===== src/rtl/roic_frame_sequencer.sv =====
`default_nettype none
// ============================================================================
// Module      : roic_frame_sequencer
// Description : Frame timing FSM for the ROIC (fsync, setup, integration,
//               scan wait, blanking). Optional macro SCAN_TIMEOUT_EN adds a
//               WAIT_SCAN watchdog with a sticky timeout_err output.
// Revision    : 1.0 - initial release
// ============================================================================
module roic_frame_sequencer #(
  parameter int INTG_W       = 16,
  parameter int SCAN_TIMEOUT = 1024
) (
  input  logic              clk,
  input  logic              master_rst,
  input  logic              start,
  input  logic              run,
  input  logic [INTG_W-1:0] cfg_intg_len,
  input  logic [INTG_W-1:0] cfg_blank_len,
  input  logic              scan_done,
  output logic              fsync,
  output logic              intg,
  output logic              busy,
  output logic [15:0]       frame_cnt,
  output logic [2:0]        state
`ifdef SCAN_TIMEOUT_EN
  ,
  output logic              timeout_err
`endif
);

  typedef enum logic [2:0] {
    S_IDLE      = 3'd0,
    S_FSYNC     = 3'd1,
    S_SETUP     = 3'd2,
    S_INTG      = 3'd3,
    S_WAIT_SCAN = 3'd4,
    S_BLANK     = 3'd5
  } state_t;

  state_t              r_state;
  logic                r_fsync;
  logic                r_intg;
  logic                r_busy;
  logic [15:0]         r_frame_cnt;
  logic [INTG_W-1:0]   r_intg_len;
  logic [INTG_W-1:0]   r_blank_len;
  logic [INTG_W-1:0]   r_cnt;

  logic                w_timeout;
  logic                w_scan_exit;
  logic                w_frame_end;
  logic [INTG_W-1:0]   w_intg_load;

`ifdef SCAN_TIMEOUT_EN
  localparam int c_TO_W = (SCAN_TIMEOUT > 1) ? $clog2(SCAN_TIMEOUT) : 1;
  logic [c_TO_W-1:0]   r_to_cnt;
  logic                r_timeout_err;

  assign w_timeout   = (r_state == S_WAIT_SCAN) && !scan_done &&
                       (r_to_cnt == c_TO_W'(SCAN_TIMEOUT - 1));
  assign timeout_err = r_timeout_err;
`else
  assign w_timeout   = 1'b0;
`endif

  // A zero integration length still yields one integration cycle.
  assign w_intg_load = (r_intg_len == '0) ? '0 : (r_intg_len - INTG_W'(1));
  assign w_scan_exit = (r_state == S_WAIT_SCAN) && (scan_done || w_timeout);
  assign w_frame_end = (w_scan_exit && (r_blank_len == '0)) ||
                       ((r_state == S_BLANK) && (r_cnt == '0));

  always_ff @(posedge clk or posedge master_rst) begin
    if (master_rst) begin
      r_state       <= S_IDLE;
      r_fsync       <= 1'b0;
      r_intg        <= 1'b0;
      r_busy        <= 1'b0;
      r_frame_cnt   <= 16'd0;
      r_intg_len    <= '0;
      r_blank_len   <= '0;
      r_cnt         <= '0;
`ifdef SCAN_TIMEOUT_EN
      r_to_cnt      <= '0;
      r_timeout_err <= 1'b0;
`endif
    end else begin
      case (r_state)
        S_IDLE: begin
          if (start || run) begin
            r_state     <= S_FSYNC;
            r_fsync     <= 1'b1;
            r_busy      <= 1'b1;
            r_intg_len  <= cfg_intg_len;
            r_blank_len <= cfg_blank_len;
`ifdef SCAN_TIMEOUT_EN
            if (start) r_timeout_err <= 1'b0;
`endif
          end
        end
        S_FSYNC: begin
          r_state <= S_SETUP;
          r_fsync <= 1'b0;
        end
        S_SETUP: begin
          r_state <= S_INTG;
          r_intg  <= 1'b1;
          r_cnt   <= w_intg_load;
        end
        S_INTG: begin
          if (r_cnt == '0) begin
            r_state <= S_WAIT_SCAN;
            r_intg  <= 1'b0;
`ifdef SCAN_TIMEOUT_EN
            r_to_cnt <= '0;
`endif
          end else begin
            r_cnt <= r_cnt - INTG_W'(1);
          end
        end
        S_WAIT_SCAN: begin
          if (scan_done) r_frame_cnt <= r_frame_cnt + 16'd1;
`ifdef SCAN_TIMEOUT_EN
          else r_to_cnt <= r_to_cnt + c_TO_W'(1);
          if (w_timeout) r_timeout_err <= 1'b1;
`endif
          if (w_scan_exit && (r_blank_len != '0)) begin
            r_state <= S_BLANK;
            r_cnt   <= r_blank_len - INTG_W'(1);
          end
        end
        S_BLANK: begin
          if (r_cnt != '0) r_cnt <= r_cnt - INTG_W'(1);
        end
        default: r_state <= S_IDLE;
      endcase

      // End-of-frame decision shared by WAIT_SCAN (no blanking) and BLANK.
      if (w_frame_end) begin
        if (run) begin
          r_state     <= S_FSYNC;
          r_fsync     <= 1'b1;
          r_intg_len  <= cfg_intg_len;
          r_blank_len <= cfg_blank_len;
        end else begin
          r_state <= S_IDLE;
          r_busy  <= 1'b0;
        end
      end
    end
  end

  assign fsync     = r_fsync;
  assign intg      = r_intg;
  assign busy      = r_busy;
  assign frame_cnt = r_frame_cnt;
  assign state     = r_state;

endmodule
`default_nettype wire


===== config.mk =====
export PLATFORM = sky130hd
export DESIGN_NAME = roic_frame_sequencer
export DESIGN_NICKNAME = d
export VERILOG_FILES = /design/src/rtl/roic_frame_sequencer.sv
export SDC_FILE = /design/constraint.sdc
export NUM_CORES = 1
export LEC_CHECK = 0
export CAP_MARGIN = 0
export CORE_MARGIN = 2
export CORE_UTILIZATION = 61
export CTS_BUF_LIST = sky130_fd_sc_hd__clkbuf_2
export CTS_CLUSTER_DIAMETER = 80
export DETAILED_ROUTE_END_ITERATION = 8
export HOLD_SLACK_MARGIN = 0.12
export MAX_ROUTING_LAYER = met4
export PLACE_DENSITY = 0.88
export SETUP_SLACK_MARGIN = 0.3
export SLEW_MARGIN = 25
export SYNTH_ARGS = -nofsm -noshare
export SYNTH_HDL_FRONTEND = slang
export SYNTH_SLANG_ARGS = --single-unit

===== constraint.sdc =====
create_clock -name clk -period 7.9 [get_ports clk]
set_clock_uncertainty 0.2 [all_clocks]
set_input_delay 1.185 -clock clk [delete_from_list [all_inputs] [get_ports clk]]
set_output_delay 1.185 -clock clk [all_outputs]
set_load 0.01 [all_outputs]

==> qor.csv <==
metric;value;unit
status;finished, final reports clean;
Synth top area share;0.4404;
latest clock arrival within the worst-skew pair;0.51;ns
CTS Buffer Depth;2;
average size of a mapped cell;9.969;sq um
required time at the worst-slack endpoint;8.06;ns
Setup Buffers After CTS;0;
top area cells in the synthesized netlist;dfrtp_1, mux2_1, xnor2_1;
Placed Instance Area;4567;sq um
synth warn;0;
area grow syn2layout;18.94;%
initial antenna violation count;0;
Initial Util;0.6300;
Slew headroom;0.3803;
top cell type by total area after synthesis;dfrtp_1;
Die X;84.75;um
GP Congestion;1.011;
post-CTS sizing;0;
first-pass GRT wire length;15500;um
setup TNS;0;ns
Chip Height;84.75;um
Iter 0 DRT Violations;358;
synthesized area;3978;sq um
asr flop ratio synth;1.000;
leading cell type in the layout, fill and taps excluded;dfrtp_1;
FF+latch count, synth;70;
Worst Path Max Fanout;18;
post-DP HPWL;6691;um
worst vdd ir;0.1748;mV
CTS Root Cell;clkbuf_2;
Vias;3375;
clock slew seen by the registers of the worst setup and hold paths;0.19;ns
CP Class;reg -> reg;
crit end category;flop;
PD cells;252.1;nW/um^2
highest clock rate;0.2868;GHz
Cell variety after synth;53;
pin count of the biggest net entering global routing;71;
max_cap viols;0;
core area;6314;sq um
H-tree levels;3;
antenna-violating nets left;0;
clock buffer count from CTS;9;
fin. max-slew vios;0;
Critical Path Source Type;flop;
IO Count;59;
share of layout cells above drive strength 1;0.05482;
Hold Crit Class;reg -> reg;
Critical Path Source;state[2];
wire per inst;17.17;um
ANT cells;0;
CTS Sinks;70;
sequential share of the synthesized area;0.4404;
DRC;0;
commonest non-fill, non-tap cells in the layout;dfrtp_1, clkdlybuf4s50_1, nand2_1, mux2_1, nor2_1;
PortBufs;58;
Hold Crit Start;frame_cnt[15];
Top FF cell, synth;dfrtp_1;
Cell Rows;29;
period utilization;0.4414;
TritonRoute pass-1 iters;5;
Leak;1.901;nW
Congestion Overflow GR;0;
Post-synth EDFFs;0;
drt total wl;9152;um
gr usage total;0.2798;
drt via density;6.332;
syn nets;440;
Final Hold Fails;0;
FF-to-FF Start;state[2];
Cells after Synth;399;
CTS tree;yes;
fin area;4731;sq um
RSZ-0062 raised after global routing;false;
critical path arrival;3.65;ns
Worst-Margin Slew;0.9273;ns
final worst path period need;3.487;ns
die area;7183;sq um
CTS Hold Buffers Added;0;
Final Setup Violations;0;
# nets final;492;
vias in the first global route;3178;
[cells by family (layout without fill, tap and decap cells)]
family,Yosys count,after routing,synth area share
buffers and inverters,25,82,0.03145
flip-flops,70,70,0.4404
XOR/XNOR,44,44,0.09689
adder cells (fa/ha/maj),4,4,0.01258
multiplexers,39,39,0.1085
AO/OA/AOI/OAI,68,68,0.1092
AND/OR/NAND/NOR,149,149,0.2010
[per-stage QoR]
| step | power (mW) | worst slack [ns] | util | hold slack, ns | instances |
|---|---|---|---|---|---|
| floorplan | 0.8001 | 4.747 | - | 0.2720 | 399 |
| global placement | 0.9029 | 4.451 | 0.7233 | 0.2627 | 517 |
| detailed placement | 0.9248 | 4.385 | 0.7233 | 0.2810 | 517 |
| CTS | 1.188 | 4.490 | 0.7483 | 0.3033 | 533 |
| global route | 1.260 | 4.114 | 0.7493 | 0.3371 | 533 |
| finish | 1.193 | 4.413 | 0.7493 | 0.2941 | 533 |
[critical path, cell delays in order, from the launching register on]
cell     delay (ns)
dfrtp_1        0.55
xor2_1         0.38
nand2_1        0.51
mux2i_1        0.35
ha_1           0.35
nor2b_1        0.30
nand4_1        0.12
mux2i_1        0.23
xnor2_1        0.11
a21oi_1        0.15
o21ai_1        0.08
[synthesized netlist by cell type (all sizes together) (13+ instances only)]
cell    instances
xor2           21
nand2          33
o21ai          20
dfrtp          70
a21oi          17
nand4          13
clkbuf         14
nor2           30
mux2           33
nor4           13
xnor2          23
[where the power goes]
group / switching [mW] / leakage (nW) / total (mW) / internal [mW]
logic: 0.170 / 0.949 / 0.350 / 0.180
clock network: 0.129 / 0.0917 / 0.264 / 0.135
registers: 0.128 / 0.861 / 0.579 / 0.451
[flip-flops by register name (all words and copies together), names as in the netlist]
name,flops
intg,1
r_blank_len,16
busy,1
r_intg_len,16
state,3
fsync,1
frame_cnt,16
r_cnt,16
[worst paths after layout]
path                                  end  slack, ns  depth (start not counted)
max                             r_cnt[12]       4.41                         10
min in group asynchronous    frame_cnt[8]       1.04                          3
max in group asynchronous  r_blank_len[7]       5.86                          3
min reg2reg                 frame_cnt[15]       0.29                          1
min                         frame_cnt[15]       0.29                          1
max reg2reg                     r_cnt[12]       4.41                         10
[layer usage]
layer	up-vias	routed length, um	share of wire	GRT usage
li1	1558	-	-	-
met1	1594	3770	0.41	0.3546
met2	189	4515	0.49	0.4617
met3	34	641	0.070	0.04031
met5	-	0	0	-
met4	0	224	0.024	0.09668
[cell type report]
cell class	count	area, sq um
flip-flops and latches	70	1752
multi-input cells	304	2107
well taps	77	96.34
fillers	454	1583
clock buffers	9	45.04
repair buffers	60	595.6
inverters	6	22.52
clock inverters	7	112.6
(Power assumes the default switching activity.)
